**config.mk**
```make
export PLATFORM = sky130hd
export DESIGN_NAME = fc_operand_feeder
export DESIGN_NICKNAME = d
export VERILOG_FILES = /design/src/rtl/fc_pkg.sv /design/src/rtl/fc_weight_store.sv /design/src/rtl/fc_operand_feeder.sv
export SDC_FILE = /design/constraint.sdc
export NUM_CORES = 1
export LEC_CHECK = 0
export CAP_MARGIN = 30
export CORE_MARGIN = 2
export CORE_UTILIZATION = 40
export DETAILED_ROUTE_END_ITERATION = 16
export GPL_TIMING_DRIVEN = 1
export SETUP_SLACK_MARGIN = 0.4
export SLEW_MARGIN = 10
export SYNTH_ARGS = -nofsm -noshare
export SYNTH_HDL_FRONTEND = slang
export SYNTH_SLANG_ARGS = --single-unit
export TNS_END_PERCENT = 5
```
**constraint.sdc**
```tcl
create_clock -name clk -period 3.3 [get_ports clk]
set_input_delay 0.66 -clock clk [delete_from_list [all_inputs] [get_ports clk]]
set_output_delay 0.66 -clock clk [all_outputs]
set_load 0.005 [all_outputs]
```
**src/rtl/fc_pkg.sv**
```systemverilog
// Shared types and widths for the FC operand feeder and its weight store.
package fc_pkg;

  localparam int PIX_PER_VEC = 8;
  localparam int PIX_W       = 8;
  localparam int WGT_W       = 64;

  typedef enum logic [1:0] {
    COLLECT,
    ISSUE,
    DRAIN
  } feeder_state_e;

  typedef logic [PIX_PER_VEC-1:0][PIX_W-1:0] pixel_vec_t;

endpackage

```
**src/rtl/fc_weight_store.sv**
```systemverilog
// NUM_NEURONS x 64-bit weight register file: sync write, async read, async clear.
// Out-of-range write addresses are dropped; out-of-range reads return zero.
module fc_weight_store
  import fc_pkg::*;
#(
  parameter int NUM_NEURONS = 10,
  parameter int IDX_W       = $clog2(NUM_NEURONS)
) (
  input  logic             clk,
  input  logic             rst_n,
  input  logic             we,
  input  logic [IDX_W-1:0] waddr,
  input  logic [WGT_W-1:0] wdata,
  input  logic [IDX_W-1:0] raddr,
  output logic [WGT_W-1:0] rdata
);

  localparam logic [IDX_W:0] DEPTH = (IDX_W+1)'(NUM_NEURONS);

  logic [WGT_W-1:0] mem [NUM_NEURONS];
  logic             waddr_ok;
  logic             raddr_ok;

  assign waddr_ok = ({1'b0, waddr} < DEPTH);
  assign raddr_ok = ({1'b0, raddr} < DEPTH);

  always_ff @(posedge clk or negedge rst_n) begin
    if (!rst_n) begin
      for (int i = 0; i < NUM_NEURONS; i++) mem[i] <= '0;
    end else if (we && waddr_ok) begin
      mem[waddr] <= wdata;
    end
  end

  assign rdata = raddr_ok ? mem[raddr] : '0;

endmodule

```
**src/rtl/fc_operand_feeder.sv**
```systemverilog
// Packs 8 pooled pixel beats, steps the neuron weight through the store and streams results.
// Optional argmax reporting is enabled by defining ARGMAX_EN.
//
// state   | meaning
// COLLECT | accept pixel beats into the array, pix_ready=1
// ISSUE   | present store[k] on weight, k = 0..NUM_NEURONS-1
// DRAIN   | one cycle for the last neuron result to arrive
module fc_operand_feeder
  import fc_pkg::*;
#(
  parameter int NUM_NEURONS = 10,
  parameter int IDX_W       = $clog2(NUM_NEURONS)
) (
  input  logic             clk,
  input  logic             rst_n,
  input  logic             pix_valid,
  input  logic [PIX_W-1:0] pix_data,
  output logic             pix_ready,
  input  logic             wgt_we,
  input  logic [IDX_W-1:0] wgt_addr,
  input  logic [WGT_W-1:0] wgt_wdata,
  output pixel_vec_t       pooled_pixel_array,
  output logic [WGT_W-1:0] weight,
  input  logic [PIX_W-1:0] neuron_result,
  output logic             res_valid,
  output logic [IDX_W-1:0] res_idx,
  output logic [PIX_W-1:0] res_data,
  output logic             frame_done,
  output logic             class_valid,
  output logic [IDX_W-1:0] class_idx
);

  localparam logic [IDX_W-1:0] LAST_IDX = IDX_W'(NUM_NEURONS - 1);

  feeder_state_e    state;
  feeder_state_e    state_nxt;
  logic [2:0]       beat_cnt;
  logic [IDX_W-1:0] k_cnt;
  logic             accept;
  logic             last_beat;
  logic             issue_last;
  logic             capture;
  logic [IDX_W-1:0] cap_idx;
  logic [IDX_W-1:0] rd_addr;
  logic [WGT_W-1:0] rd_data;

  fc_weight_store #(
    .NUM_NEURONS(NUM_NEURONS),
    .IDX_W      (IDX_W)
  ) u_store (
    .clk  (clk),
    .rst_n(rst_n),
    .we   (wgt_we),
    .waddr(wgt_addr),
    .wdata(wgt_wdata),
    .raddr(rd_addr),
    .rdata(rd_data)
  );

  assign accept     = pix_valid && pix_ready;
  assign last_beat  = accept && (beat_cnt == 3'd7);
  assign issue_last = (state == ISSUE) && (k_cnt == LAST_IDX);
  // Result k arrives one cycle after weight k, so the capture index lags k by one.
  assign capture    = ((state == ISSUE) && (k_cnt != '0)) || (state == DRAIN);
  assign cap_idx    = (state == DRAIN) ? LAST_IDX : (k_cnt - IDX_W'(1));
  // weight is registered, so the store is read one entry ahead of the presented index.
  assign rd_addr    = (state == ISSUE) ? (k_cnt + IDX_W'(1)) : '0;

  always_ff @(posedge clk or negedge rst_n) begin
    if (!rst_n) state <= COLLECT;
    else        state <= state_nxt;
  end

  always_comb begin
    state_nxt = state;
    case (state)
      COLLECT: if (last_beat)  state_nxt = ISSUE;
      ISSUE:   if (issue_last) state_nxt = DRAIN;
      DRAIN:                   state_nxt = COLLECT;
      default:                 state_nxt = COLLECT;
    endcase
  end

  always_comb begin
    pix_ready = (state == COLLECT);
  end

  always_ff @(posedge clk or negedge rst_n) begin
    if (!rst_n) begin
      beat_cnt           <= '0;
      k_cnt              <= '0;
      pooled_pixel_array <= '0;
      weight             <= '0;
    end else begin
      if (accept) begin
        beat_cnt                     <= beat_cnt + 3'd1;
        pooled_pixel_array[beat_cnt] <= pix_data;
      end
      if (state == ISSUE) k_cnt <= issue_last ? '0 : (k_cnt + IDX_W'(1));
      else                k_cnt <= '0;
      if (last_beat || ((state == ISSUE) && !issue_last)) weight <= rd_data;
    end
  end

  always_ff @(posedge clk or negedge rst_n) begin
    if (!rst_n) begin
      res_valid  <= 1'b0;
      res_idx    <= '0;
      res_data   <= '0;
      frame_done <= 1'b0;
    end else begin
      res_valid  <= capture;
      frame_done <= (state == DRAIN);
      if (capture) begin
        res_idx  <= cap_idx;
        res_data <= neuron_result;
      end
    end
  end

`ifdef ARGMAX_EN
  logic [PIX_W-1:0] max_val;
  logic [PIX_W-1:0] max_val_nxt;
  logic [IDX_W-1:0] max_idx;
  logic [IDX_W-1:0] max_idx_nxt;

  // Strict compare keeps the lower index on ties; index 0 restarts the tracker.
  always_comb begin
    max_val_nxt = max_val;
    max_idx_nxt = max_idx;
    if (capture && ((cap_idx == '0) || (neuron_result > max_val))) begin
      max_val_nxt = neuron_result;
      max_idx_nxt = cap_idx;
    end
  end

  always_ff @(posedge clk or negedge rst_n) begin
    if (!rst_n) begin
      max_val     <= '0;
      max_idx     <= '0;
      class_valid <= 1'b0;
      class_idx   <= '0;
    end else begin
      max_val     <= max_val_nxt;
      max_idx     <= max_idx_nxt;
      class_valid <= (state == DRAIN);
      if (state == DRAIN) class_idx <= max_idx_nxt;
    end
  end
`else
  assign class_valid = 1'b0;
  assign class_idx   = '0;
`endif

endmodule
```
# Word-level counts from Yosys, hierarchy flattened
# Cells that the tools add are included.
dict set report totals {
  register_bits 791
  inputBits 88
  output_inout_bits 148
  wordCells 75
}
dict set report op_classes {
  n_addsub 3
  magnitude_cmp 7
  eq_ne 6
  muxes 17
  n_bitwise 2
  n_reduce_logical 14
}
# op count
set op_table {}
lappend op_table {{$bwmux 640} 1}
lappend op_table {{$bmux 64 s4} 1}
lappend op_table {{$demux 64 s4} 1}
lappend op_table {{$mux 64} 4}
lappend op_table {{$bwmux 64} 1}
lappend op_table {{$demux 8 s3} 1}
lappend op_table {{$mux 4} 4}
lappend op_table {{$ge 5x5->1 const B} 2}
lappend op_table {{$not 4->5} 2}
lappend op_table {{$logic_and 1x1->1} 8}
lappend op_table {{$lt 4x4->1 const B} 2}
lappend op_table {{$mux 8} 1}
lappend op_table {{$lt 5x1->1 const B} 1}
lappend op_table {{$add 4x1->4 const B} 1}
lappend op_table {{$eq 4x4->1 const B} 1}
lappend op_table {{$lt 3x4->1 const B} 1}
lappend op_table {{$mux 2} 2}
lappend op_table {{$pmux 2 s2} 1}
lappend op_table {{$reduce_bool 4->1} 1}
lappend op_table {{$sub 4x1->4 const B} 1}
lappend op_table {{$add 3x1->3 const B} 1}
lappend op_table {{$eq 3x3->1 const B} 1}
lappend op_table {{$ge 3x1->1 const B} 1}
lappend op_table {{$eq 2x1->1 const B} 1}
lappend op_table {{7 further kinds} 8}

# Depth between registers and ports, before layout
# Gate-level depths: netlist of the first run.
dict set report depth {
  ltp_word 7
  ltp_mapped 12
  ltp_nobuf 8
}

# Cells and area by module
# A second synthesis of the first run with hierarchy kept.
dict set report hier_totals {
  hier_cells 2413
  hier_area_um2 35624.2
}
# module n_inst cells_per_inst area_each_um2 seq_area_each_um2
set by_module_without_submodules {}
lappend by_module_without_submodules {fc_weight_store 1 2042 29534.6 16015.4}
lappend by_module_without_submodules {fc_operand_feeder 1 371 6089.6 3778.6}

# Least setup slack after synthesis of the first run
# No wires, ideal clock.
dict set report synth_path {
  kind {register -> register}
  startpoint {register k_cnt[0]}
  endpoint {register weight[63]}
  setup_time_ns 0.126
  arrival_time_ns 2.506
  t_required_ns 3.174
  slack_ns 0.668
  stages_incl_launch_ff 12
  path_buffers 5
  synth_period_minus_slack_ns 2.632
  cell_sequence {dfrtp_1 > buf_4 > inv_2 > clkbuf_1 > ha_1 > buf_2 > or3_1 > buf_2 > buf_6 > o22ai_1 > nor3_1 > o32a_1}
}
dict set report synth_via {
  elab_chain_cells 7
  word_cells_on_any_way 13
  cone_classes {add/sub (1); order compare (1); eq/ne (1); mux (5); bitwise (1); reduce/logical (4)}
}
# item line_no
set synth_rtl {}
lappend synth_rtl {{start, declared} fc_operand_feeder.sv:38} ;# logic [IDX_W-1:0] k_cnt;
lappend synth_rtl {{start signal, assigned} fc_operand_feeder.sv:99} ;# if (state == ISSUE) k_cnt <= issue_last ? '0 : (k_cnt + IDX_W'(1));
lappend synth_rtl {{$add 4x1->4} fc_operand_feeder.sv:67} ;# assign rd_addr = (state == ISSUE) ? (k_cnt + IDX_W'(1)) : '0;
lappend synth_rtl {{$mux 4} fc_operand_feeder.sv:67}
lappend synth_rtl {{$not 4->5 (not written as such)} fc_weight_store.sv:35} ;# assign rdata = raddr_ok ? mem[raddr] : '0;
lappend synth_rtl {{$bmux 64 s4} fc_weight_store.sv:35}
lappend synth_rtl {{$mux 64 (not written as such) (2 in a row)} fc_weight_store.sv:35}
lappend synth_rtl {{$mux 64} fc_weight_store.sv:35}
lappend synth_rtl {{end signal, assigned} fc_operand_feeder.sv:101} ;# if (last_beat || ((state == ISSUE) && !issue_last)) weight <= rd_data;
lappend synth_rtl {{end, declared} fc_operand_feeder.sv:23} ;# output logic [WGT_W-1:0] weight,
# Parallel ways exist; a longest one is shown, timed or not. The select of a mux whose other input is x is not followed.
# A chain may end at the register's enable or synchronous reset.

# Final worst setup path of the first run
dict set report layout_path {
  startpoint {register state[1]}
  endpoint {output pix_ready}
}
dict set report layout_via {
  elab_chain_cells 1
}
# item line_no
set layout_rtl {}
lappend layout_rtl {{start, declared} fc_operand_feeder.sv:35} ;# feeder_state_e state;
lappend layout_rtl {{start signal, assigned} fc_operand_feeder.sv:71} ;# else state <= state_nxt;
lappend layout_rtl {{$logic_not 2->1} fc_operand_feeder.sv:85} ;# pix_ready = (state == COLLECT);
lappend layout_rtl {{end, declared} fc_operand_feeder.sv:18} ;# output logic pix_ready,
# Every way passes these cells.

==> results of run 1 <==
[worst max path at each step]
stage	to	slack (ns)	cells past startpoint
after CTS	pix_ready	0.48	2
after global placement	weight[9]	0.36	7
after global routing	weight[37]	0.40	7
after floorplan	weight[63]	0.67	11
final	pix_ready	0.50	2
after detailed placement	u_store.mem[508]	0.28	5
[per-layer routing]
layer	global-route usage, %	vias up	share of wire (%)
met3	3.870	166	5.8
met1	30.67	12390	44
met5	0	-	0.043
li1	-	10110	-
met2	36.24	688	48
met4	6.690	6	2.4
[flip-flops by register name (all words and copies together) (netlist names)]
name,flops
u_store.mem,640
pooled_pixel_array,64
weight,64
res_data,8
k_cnt,4
res_idx,4
beat_cnt,3
state,2
frame_done,1
res_valid,1
[logic make-up after synthesis]
family,after synthesis,share of synthesized area [%]
flops,791,56.79
mux,790,25.42
simple gates,525,6.497
compound gates,360,7.527
buf+inv,264,3.425
xor+xnor,6,0.1508
fa+ha+maj,5,0.1795
other cells,1,0.01076
[power breakdown]
group	internal, mW	total (mW)	leakage [nW]	switching (mW)
clock network	6.40	10.4	1.54	3.99
registers	12.5	14.3	9.65	1.76
logic	6.91	14.5	6.88	7.59
[through the flow]
stage | instance area [µm²] | cells | power (mW) | util, %
after floorplan | 34870 | 2746 | 22.53 | -
after global placement | 38670 | 3958 | 28.39 | 44.65
after detailed placement | 38700 | 3959 | 28.92 | 44.68
after CTS | 41830 | 4118 | 39.44 | 48.29
after global routing | 41840 | 4122 | 41.29 | 48.31
final | 41840 | 4122 | 39.17 | 48.31
[layout make-up]
| class | count | share of cell area [%] |
|---|---|---|
| clock buffer | 129 | 6.300 |
| multi-input combinational | 1691 | 33.50 |
| clock inverter | 30 | 1.163 |
| timing repair buffer | 318 | 8.196 |
| sequential | 791 | 47.31 |
| tap | 1155 | 3.454 |
| inverter | 4 | 0.04485 |
| antenna | 4 | 0.02392 |
[worst max-delay path: cells and delay by family (launching register included)]
family        cells  cell delay, ns
buf+inv           1            0.58
flops             1            0.54
simple gates      1            0.37
[timing repair]
action,CTS,global route
resized for setup,0,2
hold buffers,0,0
setup endpoints to repair,0,4
[placed cells by master (no fill, tap or decap), types with 38 or more instances in the layout]
cell / instances
dfrtp_1: 790
clkbuf_16: 88
nand2_1: 306
a21oi_1: 92
mux2_2: 752
nor2_1: 73
o22ai_1: 60
nand3_1: 38
clkdlybuf4s50_1: 229
buf_4: 51
==> results.sh, run 1 <==
export IMPL_layout_nets=2986
export IMPL_fillers=7483
export IMPL_io_pins=236
export IMPL_p_leak_nw=18.06
export IMPL_crit_required_ns=2.64
export IMPL_avgSynthCellArea_um2=12.71
export IMPL_clk_latency_ns=0.64
export IMPL_drtPass1Iterations=5
export IMPL_yosys_top_cells_area="dfrtp_1 (57%), mux2_2 (24%), nand2_1 (3.3%)"
export IMPL_max_stage_delay_ns=0.58
export IMPL_coreArea_mm2=0.08662
export IMPL_start_util_pct=40.24
export IMPL_num_vias=23360
export IMPL_yosysMostFrequentCell="dfrtp_1"
export IMPL_yosys_top_cells_count="dfrtp_1 (791), mux2_2 (752), nand2_1 (311)"
export IMPL_seq_area_mm2=0.01980
export IMPL_timing_setup_tns_ns=0
export IMPL_drive_above_1_share_pct=35.23
export IMPL_synth_flop_cell="dfrtp_1"
export IMPL_finClkSkew_ns=0.02152
export IMPL_start_kind="register"
export IMPL_synth_top_cell_area_share_pct=56.79
export IMPL_powerDensity_mw_per_mm2=936.0
export IMPL_place_ws_ns=0.2842
export IMPL_synth_warnings=0
export IMPL_netlist_area_mm2=0.03486
export IMPL_regToRegSetupSlack_ns=0.52
export IMPL_cts_tree="yes"
export IMPL_worstMarginPinSlew_ns=0.8030
export IMPL_timing_hold_ws_ns=0.01906
export IMPL_synth_edff_count=0
export IMPL_slew_headroom_pct=46.47
export IMPL_multi_input_area_mm2=0.01402
export IMPL_worstReg2RegStart="k_cnt[0]"
export IMPL_rsz0062_at_grt="no"
export IMPL_worst_slack_ns=0.4991
export IMPL_ys_seq_area_share_pct=56.79
export IMPL_max_freq_ghz=0.3570
export IMPL_grt_usage_pct=22.31
export IMPL_yosysTopAreaCell="dfrtp_1"
export IMPL_cts_buffers=87
export IMPL_cts_buffer_depth=3
export IMPL_port_buffers=230
export IMPL_syn2layout_area_growth_pct=20.05
export IMPL_route_detailed_drc=0
export IMPL_antenna_found_initial=8
export IMPL_maxCapViolations=0
export IMPL_grt_pass1_wl_mm=154.0
export IMPL_end_kind="primary output"
export IMPL_hp_class="input pin to async pin"
export IMPL_status="finished, final reports clean"
export IMPL_dieArea_mm2=0.08952
export IMPL_overflow=0
export IMPL_synth_async_sr_flop_share_pct=100.0
export IMPL_post_cts_buffers=0
export IMPL_drt_initial_drc_count=1394
export IMPL_grt_max_degree=98
export IMPL_finalSetupViolations=0
export IMPL_final_max_slew_viol_count=0
export IMPL_gp_congestion=0.7724
export IMPL_netlist_instances=2742
export IMPL_rows=108
export IMPL_path_cells="nor2_1, clkdlybuf4s50_1"
export IMPL_routedWlPerCell_um=24.20
export IMPL_period_share_pct=84.88
export IMPL_htree_num_levels=3
export IMPL_viasPerCell=5.667
export IMPL_hold_viol=0
export IMPL_grt_pass1_vias=24890
export IMPL_cp_arrival_ns=2.14
export IMPL_ys_seq_elements=791
export IMPL_fp_dieW_um=299.2
export IMPL_path_class="register to primary output"
export IMPL_reg2regPathDepth=7
export IMPL_cp_max_fo=10
export IMPL_synthDistinctLibCells=52
export IMPL_ant_nets=0
export IMPL_clkSinkCount=791
export IMPL_cpMaxStageDelayCell="clkdlybuf4s50_1"
export IMPL_clock_root_buffer="clkbuf_16"
export IMPL_hpwl_mm=58.77
export IMPL_clk_pin_slew_ns=0.06
export IMPL_ir_drop_mv=0.5532
export IMPL_startpoint="state[1]"
export IMPL_worst_r2r_endpoint="weight[44]"
export IMPL_wirelength_mm=99.75
export IMPL_die_height_um=299.2
export IMPL_min_period_ns=2.801
Note: power is estimated with default switching activity, not from simulation.
==> run 2, diff against run 1 <==
==> constraint.sdc (replaced) <==
create_clock -name clk -period 2.3 [get_ports clk]
set_input_delay 0.46 -clock clk [delete_from_list [all_inputs] [get_ports clk]]
set_output_delay 0.46 -clock clk [all_outputs]
set_load 0.005 [all_outputs]
==> run 2 against run 1 <==
Effect of this change:
- sequential share of layout area down 2.9 points
- critical path depth up 6
- count of clock-buffer cells in the layout down 1
- cell count up 3.0%
- non-clock buffer count up 123
- register-to-register slack worse by 0.49 ns
- largest power group unchanged
==> results.sh, run 2 (synthesized netlist as in run 1, its figures left out) <==
export IMPL_maxCapViolations=0
export IMPL_worstReg2RegStart="k_cnt[0]"
export IMPL_netSwitchingPower_mw=20.75
export IMPL_ir_drop_mv=0.8282
export IMPL_final_max_slew_viol_count=0
export IMPL_crit_required_ns=2.83
export IMPL_clock_root_buffer="clkbuf_16"
export IMPL_final_util_pct=51.45
export IMPL_clk_pin_slew_ns=0.06
export IMPL_cts_buffers=88
export IMPL_coreArea_mm2=0.08662
export IMPL_route_detailed_drc=0
export IMPL_status="finished, final reports clean"
export IMPL_grt_pass1_vias=25230
export IMPL_mostFrequentLayoutCell="dfrtp_1"
export IMPL_grt_usage_pct=23.36
export IMPL_grt_max_degree=91
export IMPL_startpoint="k_cnt[0]"
export IMPL_placed_cells=4035
export IMPL_clkSinkCount=791
export IMPL_drive_above_1_share_pct=40.36
export IMPL_fin_cells=4244
export IMPL_final_cell_mix="dfrtp_1 (784), mux2_2 (752), nand2_1 (297)"
export IMPL_hp_class="input pin to async pin"
export IMPL_pwr_share_clk_pct=24.6
export IMPL_cts_tree="yes"
export IMPL_max_freq_ghz=0.4397
export IMPL_viasPerCell=5.652
export IMPL_die_height_um=299.2
export IMPL_worstMarginPinSlew_ns=0.5484
export IMPL_hold_viol=0
export IMPL_finalPower_mw=59.94
export IMPL_fp_dieW_um=299.2
export IMPL_power_frac_comb_pct=41.5
export IMPL_use_met3_pct=5.458
export IMPL_timing_hold_ws_ns=0.3402
export IMPL_pwr_share_seq_pct=33.9
export IMPL_min_period_ns=2.274
export IMPL_internal_power_mw=39.19
export IMPL_antenna_found_initial=9
export IMPL_finClkSkew_ns=0.02601
export IMPL_clk_latency_ns=0.66
export IMPL_rows=108
export IMPL_syn2layout_area_growth_pct=27.85
export IMPL_grt_pass1_wl_mm=159.5
export IMPL_powerDensity_mw_per_mm2=1345
export IMPL_drt_initial_drc_count=1669
export IMPL_wirelength_mm=106.8
export IMPL_sw_frac_of_total_pct=34.62
export IMPL_routedWlPerCell_um=25.15
export IMPL_cts_buffer_depth=3
export IMPL_use_met1_pct=31.62
export IMPL_top_register="u_store.mem"
export IMPL_finalSetupViolations=0
export IMPL_largestRegisters="u_store.mem (640), pooled_pixel_array (64), weight (64)"
export IMPL_num_vias=23990
export IMPL_hpwl_mm=61.12
export IMPL_busiest_layer="met2"
export IMPL_dieArea_mm2=0.08952
export IMPL_slew_headroom_pct=63.44
export IMPL_path_class="register to register"
export IMPL_end_kind="register"
export IMPL_layout_nets=3110
export IMPL_largest_register_ffs=640
export IMPL_port_buffers=230
export IMPL_cp_arrival_ns=2.80
export IMPL_met2_usage_pct=37.53
export IMPL_finish_instance_area_mm2=0.04456
export IMPL_ant_nets=0
export IMPL_overflow=0
export IMPL_p_leak_nw=20.63
export IMPL_period_share_pct=98.89
export IMPL_cp_max_fo=31
export IMPL_dpl_instance_area_mm2=0.03983
export IMPL_gp_congestion=0.7891
export IMPL_start_util_pct=40.24
export IMPL_io_pins=236
export IMPL_start_kind="register"
export IMPL_htree_num_levels=3
export IMPL_rsz0062_at_grt="yes"
export IMPL_drtPass1Iterations=5
## run 2: changes by cell type in the layout (fill, tap and decap cells not counted), moves of 10 or more
cell	delta
clkdlybuf4s50_1	-143
dlymetal6s2s_1	+142
buf_12	+50
buf_4	+42
a21oi_1	-12
a21oi_2	+12
nor2_1	-12
buf_16	+11
o22ai_1	-11
o22ai_2	+11
o2111ai_1	-10
## run 2: critical path, stage by stage (launching register included)
cell and delay [ns]:
dfrtp_4 0.52, inv_6 0.10, ha_4 0.24, buf_4 0.17, o21a_4 0.23, buf_12 0.18, o22ai_1 0.25, o31ai_2 0.10
o32a_1 0.33
## run 2: path summary, 6_finish.rpt
kind	end	slack (ns)	depth (start not counted)
max	weight[44]	0.03	8
max reg2reg	weight[44]	0.03	8
max in group asynchronous	u_store.mem[104]	1.07	3
min reg2reg	u_store.mem[472]	0.50	1
min	res_valid	0.34	2
min in group clk	res_data[0]	0.44	2
## run 2: per-stage QoR
stage	setup slack, ns	TNS, ns
4_1_cts	0.04848	0
6_report	0.02554	0
2_1_floorplan	-0.006400	-0.1822
3_3_place_gp	-0.4039	-49.68
5_1_grt	-0.02759	-0.1990
3_5_place_dp	-0.3954	-62.42
## run 2: power by group through the flow
stage,combinational (mW),clock [mW],sequential [mW]
floorplan,12.6,0,19.8
global placement,21.7,0,20.3
detailed placement,22.1,0,20.5
CTS,24.0,15.0,20.3
global route,26.6,15.6,20.7
finish,24.9,14.7,20.3
## run 2: final cells by class
cell class                      count  area [µm²]
Sequential cell                   791       19810
Tap cell                         1155        1445
Clock buffer                      128        2582
Timing Repair Buffer              441        5788
Antenna cell                        4       10.01
Clock inverter                     30       471.7
Inverter                            4       22.52
Fill cell                        7116       42050
Multi-Input combinational cell   1691       14440
## run 2: layer usage
metal,vias to the layer above,share of wire [%]
met4,8,2.5
li1,10400,-
met5,-,0.048
met2,781,47
met1,12640,44
met3,161,7.3
## run 2: timing repair
action,CTS,global route
gates resized for setup,34,241
endpoints found under the hold margin,26,0
setup endpoints to repair,279,339
hold buffers,1,0
gates cloned,12,5
pin swaps,8,28
setup buffers,21,8
==> run 3, diff against run 2 <==
--- a/config.mk
+++ b/config.mk
@@ -5,9 +5,11 @@
 export SDC_FILE = /design/constraint.sdc
 export NUM_CORES = 1
 export LEC_CHECK = 0
+export ABC_CLOCK_PERIOD_IN_PS = 2300
 export CAP_MARGIN = 30
 export CORE_MARGIN = 2
 export CORE_UTILIZATION = 40
+export CTS_BUF_LIST = sky130_fd_sc_hd__clkbuf_8 sky130_fd_sc_hd__clkbuf_16
 export DETAILED_ROUTE_END_ITERATION = 16
 export GPL_TIMING_DRIVEN = 1
 export SETUP_SLACK_MARGIN = 0.4
==> run 3 against run 2 <==
Effect of this change:
- maximum frequency fell by 0.29%
- power about the same
- count of clock-buffer cells in the layout is 17 lower
- setup slack worse by 0.0066 ns
- combinational power hardly changed
- hold slack hardly changed
- register-to-register slack is essentially flat
- non-clock buffer count rose by 1
- core utilization barely moved
- routed wire length is 0.12% higher
- critical path depth unchanged
- critical path type unchanged
- largest cell class unchanged
- largest power group unchanged
==> results.sh, run 3 (synthesized netlist as in run 1, its figures left out) <==
export IMPL_top_register="u_store.mem"
export IMPL_final_cell_mix="dfrtp_1 (784), mux2_2 (752), nand2_1 (294)"
export IMPL_reg2regPathDepth=8
export IMPL_clock_root_buffer="clkbuf_16"
export IMPL_slew_headroom_pct=61.20
export IMPL_drt_initial_drc_count=1609
export IMPL_fp_dieW_um=299.2
export IMPL_hold_viol=0
export IMPL_cts_tree="yes"
export IMPL_p_leak_nw=20.71
export IMPL_max_stage_delay_ns=0.52
export IMPL_cp_max_fo=31
export IMPL_gp_congestion=0.7891
export IMPL_min_period_ns=2.281
export IMPL_timing_setup_tns_ns=0
export IMPL_start_util_pct=40.24
export IMPL_layout_nets=3111
export IMPL_seq_area_mm2=0.01981
export IMPL_cpMaxStageDelayCell="dfrtp_4"
export IMPL_ir_drop_mv=0.8329
export IMPL_path_depth=8
export IMPL_cp_arrival_ns=2.80
export IMPL_grt_max_degree=91
export IMPL_clk_pin_slew_ns=0.06
export IMPL_syn2layout_area_growth_pct=27.95
export IMPL_routedWlPerCell_um=25.17
export IMPL_drive_above_1_share_pct=40.51
export IMPL_worst_path_buf_inv=3
export IMPL_regToRegSetupSlack_ns=0.02
export IMPL_rsz0062_at_grt="yes"
export IMPL_cts_buffer_depth=3
export IMPL_finClkSkew_ns=0.02526
export IMPL_mostFrequentLayoutCell="dfrtp_1"
export IMPL_worstMarginPinSlew_ns=0.5820
export IMPL_dieArea_mm2=0.08952
export IMPL_largestRegisters="u_store.mem (640), pooled_pixel_array (64), weight (64)"
export IMPL_num_vias=23910
export IMPL_fillers=7113
export IMPL_grt_usage_pct=23.36
export IMPL_wirelength_mm=106.9
export IMPL_viasPerCell=5.631
export IMPL_end_kind="register"
export IMPL_grt_pass1_wl_mm=159.5
export IMPL_path_cells="inv_6, ha_4, buf_4, o21a_4, buf_12, o22ai_1, o31ai_2, o32a_1"
export IMPL_io_pins=236
export IMPL_crit_required_ns=2.82
export IMPL_clk_latency_ns=0.66
export IMPL_finalSetupViolations=0
export IMPL_cts_buffers=88
export IMPL_status="finished, final reports clean"
export IMPL_max_freq_ghz=0.4384
export IMPL_route_detailed_drc=0
export IMPL_final_util_pct=51.49
export IMPL_ant_nets=0
export IMPL_coreArea_mm2=0.08662
export IMPL_maxCapViolations=0
export IMPL_antenna_found_initial=9
export IMPL_rows=108
export IMPL_clkSinkCount=791
export IMPL_drtPass1Iterations=7
export IMPL_period_share_pct=99.18
export IMPL_htree_num_levels=3
export IMPL_largest_register_ffs=640
export IMPL_start_kind="register"
export IMPL_die_height_um=299.2
export IMPL_hpwl_mm=61.12
export IMPL_powerDensity_mw_per_mm2=1345
export IMPL_final_max_slew_viol_count=0
export IMPL_crit_family="compound AO/OA/AOI/OAI gates"
export IMPL_path_class="register to register"
export IMPL_overflow=0
export IMPL_port_buffers=230
export IMPL_multi_input_area_mm2=0.01445
export IMPL_hp_class="input pin to async pin"
export IMPL_grt_pass1_vias=25230
[run 3: power by group]
part           switching, mW  total (mW)  leakage [nW]  internal, mW
clock network           5.81        14.7          1.57          8.85
logic                   12.6        25.0          9.50          12.4
registers               2.36        20.3          9.64          18.0
[run 3: area by class of cell]
class / instances / area share (%)
antenna: 5 / 0.02806
multi-input combinational: 1691 / 32.41
clock inverter: 47 / 1.201
sequential: 791 / 44.41
tap: 1155 / 3.240
timing repair buffer: 442 / 13.02
inverter: 4 / 0.05050
clock buffer: 111 / 5.648
[run 3: final timing paths]
path | start | end
setup / recovery | k_cnt[0] | weight[44]
hold / removal | rst_n | res_valid
setup reg to reg | k_cnt[0] | weight[44]
hold reg to reg | u_store.mem[472] | u_store.mem[472]
max in group asynchronous | rst_n | weight[21]
min in group clk | neuron_result[0] | res_data[0]
[run 3: worst register-to-register path, stage by stage, from the launching register on]
cell and delay [ns]:
dfrtp_4 0.52, inv_6 0.10, ha_4 0.24, buf_4 0.18
o21a_4 0.23, buf_12 0.18, o22ai_1 0.28, o31ai_2 0.10
o32a_1 0.33
[run 3: per-layer routing]
layer	routed length, µm	share of wire (%)	vias to the layer above	global-route usage [%]
met2	49970	47	753	37.53
met1	46730	44	12620	31.62
li1	-	-	10380	-
met3	7697	7.2	154	5.458
met4	2446	2.3	6	6.821
met5	37	0.035	-	0
[run 3: through the flow]
step	cell area [µm²]	hold slack [ns]	power (mW)	instances	setup slack, ns
floorplan	34910	0.1644	32.43	2746	-0.006400
global placement	39830	0.4080	41.98	4035	-0.4039
detailed placement	39830	0.4136	42.58	4035	-0.3954
CTS	43610	0.3297	59.19	4227	0.04848
global route	44590	0.3687	62.91	4244	-0.02759
finish	44600	0.3402	59.97	4246	0.01894
[run 3: repair_timing]
action,CTS,global route
pin swaps,8,27
cloned,12,6
endpoints found under the setup margin,279,339
buffers inserted,21,8
hold buffers,1,0
gates resized for setup,34,246
endpoints found under the hold margin,26,0
